**config.mk**
```make
export PLATFORM = sky130hd
export DESIGN_NAME = if_stage_flat
export DESIGN_NICKNAME = d
export VERILOG_FILES = /design/src/rtl/riscv_pkg.sv /design/src/rtl/if_stage_if.sv /design/src/rtl/pc_next_sel.sv /design/src/rtl/if_stage.sv /design/src/flat_wrapper.sv
export SDC_FILE = /design/constraint.sdc
export NUM_CORES = 1
export LEC_CHECK = 0
export CAP_MARGIN = 10
export CORE_UTILIZATION = 47
export DETAILED_ROUTE_END_ITERATION = 12
export PLACE_DENSITY = 0.89
export SYNTH_ARGS = -nofsm -noshare
export SYNTH_HDL_FRONTEND = slang
export SYNTH_SLANG_ARGS = --single-unit
```
**constraint.sdc**
```tcl
create_clock -name clk -period 2.6 [get_ports clk]
set_input_delay 0.26 -clock clk [delete_from_list [all_inputs] [get_ports clk]]
set_output_delay 0.26 -clock clk [all_outputs]
set_load 0.02 [all_outputs]
```
**src/rtl/riscv_pkg.sv**
```systemverilog
// Shared RV32I pipeline definitions used by the fetch stage and its bench.
//   NOP_INSTR    : canonical bubble instruction (addi x0,x0,0)
//   RESET_VECTOR : default PC after reset
//   ifid_t       : contents of the IF/ID pipeline register
package riscv_pkg;

  localparam int          XLEN         = 32;
  localparam logic [31:0] NOP_INSTR    = 32'h00000013;
  localparam logic [31:0] RESET_VECTOR = 32'h00000000;

  typedef struct packed {
    logic [XLEN-1:0] pc;
    logic [XLEN-1:0] pc4;
    logic [XLEN-1:0] instr;
    logic            valid;
  } ifid_t;

endpackage

```
**src/rtl/if_stage_if.sv**
```systemverilog
// Fetch-stage bus bundle: hazard/redirect controls, instruction-memory port
// and IF/ID outputs.
//   master : the fetch stage (drives imem_ra_o, ifid_*, misalign_o, fetch_cnt_o)
//   slave  : the surrounding pipeline / memory (drives controls and imem_rd_i)
interface if_stage_if #(
  parameter int INS_ADDRESS = 9,
  parameter int DATA_W      = 32,
  parameter int CNT_W       = 32
);
  logic                   stall_i;
  logic                   flush_i;
  logic                   redirect_i;
  logic [DATA_W-1:0]      redirect_target_i;
  logic [INS_ADDRESS-1:0] imem_ra_o;
  logic [DATA_W-1:0]      imem_rd_i;
  logic [DATA_W-1:0]      ifid_pc_o;
  logic [DATA_W-1:0]      ifid_pc4_o;
  logic [DATA_W-1:0]      ifid_instr_o;
  logic                   ifid_valid_o;
  logic                   misalign_o;
  logic [CNT_W-1:0]       fetch_cnt_o;

  modport master (
    input  stall_i, flush_i, redirect_i, redirect_target_i, imem_rd_i,
    output imem_ra_o, ifid_pc_o, ifid_pc4_o, ifid_instr_o, ifid_valid_o,
           misalign_o, fetch_cnt_o
  );

  modport slave (
    output stall_i, flush_i, redirect_i, redirect_target_i, imem_rd_i,
    input  imem_ra_o, ifid_pc_o, ifid_pc4_o, ifid_instr_o, ifid_valid_o,
           misalign_o, fetch_cnt_o
  );
endinterface

```
**src/rtl/pc_next_sel.sv**
```systemverilog
// Combinational next-PC selection for the fetch stage.
//   pc        in  current PC
//   stall     in  hold PC
//   redirect  in  load target (overrides stall)
//   target    in  redirect target, low two bits forced to zero
//   pc_plus4  out pc + 4 (wraps)
//   pc_next   out PC for the next cycle
//   misalign  out redirect target was not word aligned
module pc_next_sel #(
  parameter int DATA_W = 32
) (
  input  logic [DATA_W-1:0] pc,
  input  logic              stall,
  input  logic              redirect,
  input  logic [DATA_W-1:0] target,
  output logic [DATA_W-1:0] pc_plus4,
  output logic [DATA_W-1:0] pc_next,
  output logic              misalign
);

  assign pc_plus4 = pc + DATA_W'(4);

  // Flush does not appear here: a flushed cycle still advances the PC.
  always_comb begin
    pc_next  = pc_plus4;
    misalign = 1'b0;
    if (redirect) begin
      pc_next  = {target[DATA_W-1:2], 2'b00};
      misalign = |target[1:0];
    end else if (stall) begin
      pc_next = pc;
    end
  end

endmodule

```
**src/rtl/if_stage.sv**
```systemverilog
// Instruction-fetch stage: PC register, instruction-memory address, IF/ID
// register and delivered-fetch counter.
//   clk    in  clock, all state on posedge
//   reset  in  synchronous active-high reset
//   bus    master side of if_stage_if (controls, imem port, IF/ID outputs)
module if_stage
  import riscv_pkg::*;
#(
  parameter int                INS_ADDRESS = 9,
  parameter int                DATA_W      = 32,
  parameter logic [DATA_W-1:0] RESET_PC    = RESET_VECTOR,
  parameter int                CNT_W       = 32
) (
  input  logic       clk,
  input  logic       reset,
  if_stage_if.master bus
);

  logic [DATA_W-1:0] pc_q;
  logic [DATA_W-1:0] pc_plus4;
  logic [DATA_W-1:0] pc_next;
  logic              misalign_next;
  logic              misalign_q;
  logic [CNT_W-1:0]  fetch_cnt_q;
  ifid_t             ifid_q;

  pc_next_sel #(.DATA_W(DATA_W)) u_pc_next_sel (
    .pc       (pc_q),
    .stall    (bus.stall_i),
    .redirect (bus.redirect_i),
    .target   (bus.redirect_target_i),
    .pc_plus4 (pc_plus4),
    .pc_next  (pc_next),
    .misalign (misalign_next)
  );

  always_ff @(posedge clk) begin
    if (reset) begin
      pc_q        <= RESET_PC;
      ifid_q      <= '{pc: '0, pc4: '0, instr: NOP_INSTR, valid: 1'b0};
      misalign_q  <= 1'b0;
      fetch_cnt_q <= '0;
    end else begin
      pc_q       <= pc_next;
      misalign_q <= misalign_next;
      // Bubbles keep the previous pc/pc4 fields; only instr and valid change.
      if (bus.redirect_i || (!bus.stall_i && bus.flush_i)) begin
        ifid_q.instr <= NOP_INSTR;
        ifid_q.valid <= 1'b0;
      end else if (!bus.stall_i) begin
        ifid_q      <= '{pc: pc_q, pc4: pc_plus4, instr: bus.imem_rd_i, valid: 1'b1};
        fetch_cnt_q <= fetch_cnt_q + CNT_W'(1);
      end
    end
  end

  // Addresses above the memory size alias by truncation.
  assign bus.imem_ra_o    = pc_q[INS_ADDRESS-1:0];
  assign bus.ifid_pc_o    = ifid_q.pc;
  assign bus.ifid_pc4_o   = ifid_q.pc4;
  assign bus.ifid_instr_o = ifid_q.instr;
  assign bus.ifid_valid_o = ifid_q.valid;
  assign bus.misalign_o   = misalign_q;
  assign bus.fetch_cnt_o  = fetch_cnt_q;

endmodule

```
**src/flat_wrapper.sv**
```systemverilog
// flat-port wrapper written by rule: the top's interface ports become plain ports
module if_stage_flat import riscv_pkg::*;
#(
  parameter int                INS_ADDRESS = 9,
  parameter int                DATA_W      = 32,
  parameter logic [DATA_W-1:0] RESET_PC    = RESET_VECTOR,
  parameter int                CNT_W       = 32
)
  (clk, reset, bus_stall_i, bus_flush_i, bus_redirect_i, bus_redirect_target_i, bus_imem_rd_i, bus_imem_ra_o, bus_ifid_pc_o, bus_ifid_pc4_o, bus_ifid_instr_o, bus_ifid_valid_o, bus_misalign_o, bus_fetch_cnt_o);
  if_stage_if #(.INS_ADDRESS(INS_ADDRESS), .DATA_W(DATA_W), .CNT_W(CNT_W)) bus_i ();
  input  logic clk;
  input  logic reset;
  input wire logic [$bits(bus_i.stall_i)-1:0] bus_stall_i;
  input wire logic [$bits(bus_i.flush_i)-1:0] bus_flush_i;
  input wire logic [$bits(bus_i.redirect_i)-1:0] bus_redirect_i;
  input wire logic [$bits(bus_i.redirect_target_i)-1:0] bus_redirect_target_i;
  input wire logic [$bits(bus_i.imem_rd_i)-1:0] bus_imem_rd_i;
  output wire logic [$bits(bus_i.imem_ra_o)-1:0] bus_imem_ra_o;
  output wire logic [$bits(bus_i.ifid_pc_o)-1:0] bus_ifid_pc_o;
  output wire logic [$bits(bus_i.ifid_pc4_o)-1:0] bus_ifid_pc4_o;
  output wire logic [$bits(bus_i.ifid_instr_o)-1:0] bus_ifid_instr_o;
  output wire logic [$bits(bus_i.ifid_valid_o)-1:0] bus_ifid_valid_o;
  output wire logic [$bits(bus_i.misalign_o)-1:0] bus_misalign_o;
  output wire logic [$bits(bus_i.fetch_cnt_o)-1:0] bus_fetch_cnt_o;
  assign bus_i.stall_i = bus_stall_i;
  assign bus_i.flush_i = bus_flush_i;
  assign bus_i.redirect_i = bus_redirect_i;
  assign bus_i.redirect_target_i = bus_redirect_target_i;
  assign bus_i.imem_rd_i = bus_imem_rd_i;
  assign bus_imem_ra_o = bus_i.imem_ra_o;
  assign bus_ifid_pc_o = bus_i.ifid_pc_o;
  assign bus_ifid_pc4_o = bus_i.ifid_pc4_o;
  assign bus_ifid_instr_o = bus_i.ifid_instr_o;
  assign bus_ifid_valid_o = bus_i.ifid_valid_o;
  assign bus_misalign_o = bus_i.misalign_o;
  assign bus_fetch_cnt_o = bus_i.fetch_cnt_o;
  if_stage #(.INS_ADDRESS(INS_ADDRESS), .DATA_W(DATA_W), .RESET_PC(RESET_PC), .CNT_W(CNT_W)) u_core (.clk(clk), .reset(reset), .bus(bus_i));
endmodule
```
# ---- Word-level counts from Yosys, hierarchy flattened
# Index checks and enable logic that the tools add are counted.
dict set report word_totals {
  regBits 162
  in_bits 69
  out_inout_bits 139
  wordCells 24
}
dict set report op_classes {
  addsub 2
  n_eq_ne 1
  mux 2
  bitwise 3
  reduce_logical 8
}
# cell n
set op_table {}
lappend op_table {{$mux 32} 2}
lappend op_table {{$add 32x1->32 const B} 1}
lappend op_table {{$add 32x3->32 const B} 1}
lappend op_table {{$reduce_or 2->1} 4}
lappend op_table {{$not 1->1} 3}
lappend op_table {{$ne 2x1->1 const B} 1}
lappend op_table {{$reduce_and 2->1} 1}
lappend op_table {{$logic_and 1x1->1} 1}
lappend op_table {{$logic_not 1->1} 1}
lappend op_table {{$logic_or 1x1->1} 1}

# ---- Logic depth before layout (Yosys ltp)
dict set report logic_depth {
  depth_word 5
  ltp_mapped 7
  ltp_nobuf 6
}

# ---- By module
# From an unflattened synthesis, not the netlist that was laid out.
dict set report unflattened {
  cells_unflattened 916
  hier_area_um2 7415.9
}
# mod instances cells_per_inst area_each_um2 seq_area_each_um2
set by_module_without_submodules {}
lappend by_module_without_submodules {if_stage 1 647 5806.8 3243.1}
lappend by_module_without_submodules {pc_next_sel 1 269 1609.0 0.0}

# ---- Worst setup path before layout
# OpenSTA, ideal clock, no wires.
dict set report synth_timing {
  path_type {register to register}
  from {reg u_core.pc_q[6]}
  to {reg u_core.ifid_q, in the netlist u_core.bus.ifid_pc4_o[24]}
  setup_time_ns 0.138
  arrival_time_ns 1.705
  t_required_ns 2.462
  path_slack_ns 0.757
  stages_incl_launch_ff 8
  path_buffers 2
  period_less_slack_ns 1.843
  cell_sequence {dfxtp_1 > buf_2 > nand3_1 > or4_4 > buf_6 > nor3_2 > xnor2_1 > a211oi_2}
}
dict set report synth_via {
  elab_chain_len 1
}
# item line
set synth_rtl {}
lappend synth_rtl {{start: declaration} if_stage.sv:19} ;# logic [DATA_W-1:0] pc_q;
lappend synth_rtl {{start signal: assignment} if_stage.sv:44} ;# pc_q <= pc_next;
lappend synth_rtl {{$add 32x3->32} pc_next_sel.sv:21} ;# assign pc_plus4 = pc + DATA_W'(4);
lappend synth_rtl {{end signal: assignment} if_stage.sv:40} ;# ifid_q <= '{pc: '0, pc4: '0, instr: NOP_INSTR, valid: 1'b0};
lappend synth_rtl {{end signal: assignment} if_stage.sv:51} ;# ifid_q <= '{pc: pc_q, pc4: pc_plus4, instr: bus.imem_rd_i, valid: 1'b1};
lappend synth_rtl {{end: declaration} if_stage.sv:25} ;# ifid_t ifid_q;
# Every way passes these cells.
# A chain may end at the register's enable or synchronous reset.

# ---- Worst setup path in the final report
dict set report layout_timing {
  from {reg u_core.pc_q[3]}
  to {reg u_core.pc_q[26]}
}
dict set report layout_via {
  elab_chain_len 3
}
# item line
set layout_rtl {}
lappend layout_rtl {{$add 32x3->32} pc_next_sel.sv:21}
lappend layout_rtl {{$mux 32} pc_next_sel.sv:30} ;# end else if (stall) begin
lappend layout_rtl {{$mux 32} pc_next_sel.sv:27} ;# if (redirect) begin
# Every way passes these cells. The select of a mux whose other input is x is not followed.

==> metrics.txt <==
Setup crit end kind=flop; total power=around 0.0056 W; number of synthesized flops with an enable pin=0; Post-Route WL=roughly 19,000 um; Syn-to-layout area delta=37.4%; DR vias=between 6,000 and 7,000; layout cells sized above 1=6.23%; GRT Total Usage=25.7%; post-synth top area share=between 40% and 50%; antenna-violating nets left=0; Worst-Margin Slew=0.589 ns; Post-CTS Setup Bufs=0; Pleak=3.25 nW; Root Buffer=clkbuf_16; DRC=0; pwr dens=about 600 nW/um2; Num CTS Buffers=17; Reg clk slew, reported paths=0.06 ns; CTS tree=yes; top cell type by total area after synthesis=dfxtp_1; die area=15,300 um2; Avg Inst Size Synth=8.48 um2; main flop type after synthesis=dfxtp_1; fin cells=between 1,000 and 1,500; number of max-cap violations=0; cells after synthesis=slightly above 800; Clock Skew=0.00823 ns; Initial Util=48.1%; area of the mapped netlist=around 7000 um2; Synth Warn #=0; RSZ-0062 raised after global routing=no; sequential standard cell area=3120 um2; CORE AREA=14,500 um2; Global Route met3 Usage=8.01%; Yosys cell types=42; Commonest cells post-synth=dfxtp_1, nor2_1, nand2_1; crit path launch type=flop; GRT met1 Usage=a little under a third; final max-slew violation count=0; CTS H-tree lvls=4; Ant. Diodes=0; vias in the first global route=slightly above 6,000; Worst Path Required=2.94 ns; largest net degree at the start of global routing=124; gr ovfl total=0; Final setup viols=0; antenna violations before repair=0; hpwl dp=approximately 13,000 um; port bufs=201; PostCTS Resize Cnt=0; First-pass DRT Iterations=9; critical path type=flop to flop; CP arrival=2.56 ns; # clock sinks=156; most used routing layer=met2; routability cong.=0.888; Hold Buf Count CTS=0; final core occ=66.1%; CP max FO=9; DR WL/cell=16.3 um; first-pass GRT wire length=30,300 um; Period minus WS final=2.22 ns; largest cells by area after synthesis=dfxtp_1, xnor2_1, nor2_1; sequential share of the synthesized area=44.8%; fillers=roughly 1,100; worst skew pair latency=0.43 ns; outcome=finished clean; Die Span X=124 um; Final Cycle Share=a little under nine tenths; placed cell count=roughly 1,100; Hold Slack=0.354 ns; worst hold path type=input port to flop; Via-to-Cell Ratio=~5.4; multi-input logic area=3480 um2; Iteration-0 DRC Markers=491; Die Height=124 um; Clock Path Buffers=2; Post-synth ARST share=0%; Max Fclk=around 450 MHz; GR Util met2=41.7%; Nets=between 1,000 and 1,500; num rows=44; top-count cell post-synth=dfxtp_1; Peak VDD IR=0.407 mV; endpoints failing hold=0; Top-Level Pins=208; relative slew slack=60.7%; FF+latch count, synth=156; TNS Setup=0 ns
power by group:
group | total (W) | internal (W) | switching (W)
combinational | 0.000599 | 0.000297 | 0.000302
clock | 0.00244 | 0.00146 | 0.000988
sequential | 0.00256 | 0.00247 | 0.0000912
total | 0.00561 | 0.00422 | 0.00138
metrics by stage:
stage / area [um2] / setup slack [ns]
global route: 9570 / 0.144
finish: 9570 / 0.382
global placement: 9000 / 0.512
detailed placement: 9000 / 0.458
floorplan: 6990 / 0.757
CTS: 9570 / 0.427
cells in the final DEF (no fill, tap or decap), types with 2 or more instances in the layout:
master / synthesis / layout
a311oi_1: 3 / 3
a211o_1: 3 / 3
nor2_1: 128 / 128
mux2i_1: 34 / 34
xor2_1: 24 / 24
a211oi_2: 4 / 4
and4_1: 9 / 9
buf_12: 0 / 2
dfxtp_1: 156 / 156
clkbuf_16: 0 / 17
clkbuf_1: 50 / 2
nand3_1: 27 / 27
xnor2_1: 55 / 55
inv_1: 8 / 8
a21oi_1: 46 / 46
clkinvlp_4: 0 / 5
and2_1: 2 / 2
a211oi_1: 37 / 37
ha_1: 2 / 2
clkinv_2: 0 / 2
clkbuf_8: 0 / 2
nand2_1: 101 / 101
conb_1: 1 / 6
o21ai_0: 7 / 7
bufinv_16: 0 / 2
nor3_1: 19 / 19
clkdlybuf4s50_1: 0 / 199
and3_1: 8 / 8
nand4_1: 15 / 15
nor2b_1: 5 / 5
buf_4: 13 / 12
nor3_2: 9 / 8
or3_1: 8 / 8
nor4_1: 22 / 22
cell type report:
type | instances | share of cell area (%)
Tap cell | 184 | 2.40
Multi-Input combinational cell | 585 | 36.4
Clock buffer | 21 | 4.81
Timing Repair Buffer | 214 | 22.2
Clock inverter | 10 | 1.22
Sequential cell | 156 | 32.6
Inverter | 9 | 0.353
metal layers:
metal  routed length [um]  share of wire [%]  vias to the layer above
li1                     -                  -                     3113
met1                 7920                 41                     2970
met2                 9160                 48                      253
met3                 1480                7.7                       46
met4                  649                3.4                        0
met5                    0                  0                        -
registers in the layout, indices dropped and copies added, names as in the netlist:
| signal | flops |
|---|---|
| u_core.bus.fetch_cnt_o | 32 |
| u_core.bus.ifid_instr_o | 32 |
| u_core.bus.ifid_pc4_o | 30 |
| u_core.bus.ifid_pc_o | 30 |
| u_core.pc_q | 30 |
| u_core.bus.ifid_valid_o | 1 |
| u_core.bus.misalign_o | 1 |
critical path, cell delays in order (launching register included):
cell and delay, ns:
dfxtp_1 0.42, ha_1 0.27, nand3_1 0.32, nor4_1 0.58, nand3_1 0.17, xor2_1 0.16
a211oi_1 0.21
worst paths after layout:
| path | slack, ns | startpoint | endpoint | depth (start not counted) |
|---|---|---|---|---|
| setup / recovery | 0.38 | u_core.pc_q[3] | u_core.pc_q[26] | 6 |
| hold / removal | 0.35 | reset | u_core.bus.fetch_cnt_o[31] | 3 |
| setup reg to reg | 0.38 | u_core.pc_q[3] | u_core.pc_q[26] | 6 |
| hold reg to reg | 0.46 | u_core.bus.ifid_pc_o[30] | u_core.bus.ifid_pc_o[30] | 2 |
cells by family after synthesis:
logic type                 Yosys count  share of synthesized area [%]
and+or+nand+nor                    360                           24.6
buffers and inverters               86                           5.64
other                                1                         0.0538
muxes                               35                           5.04
adders and majority gates            2                          0.359
xor gates and xnor gates            79                           9.93
AOI/OAI and AO/OA                  103                           9.57
DFF                                156                           44.8
Power figures use the tool's default switching activity.
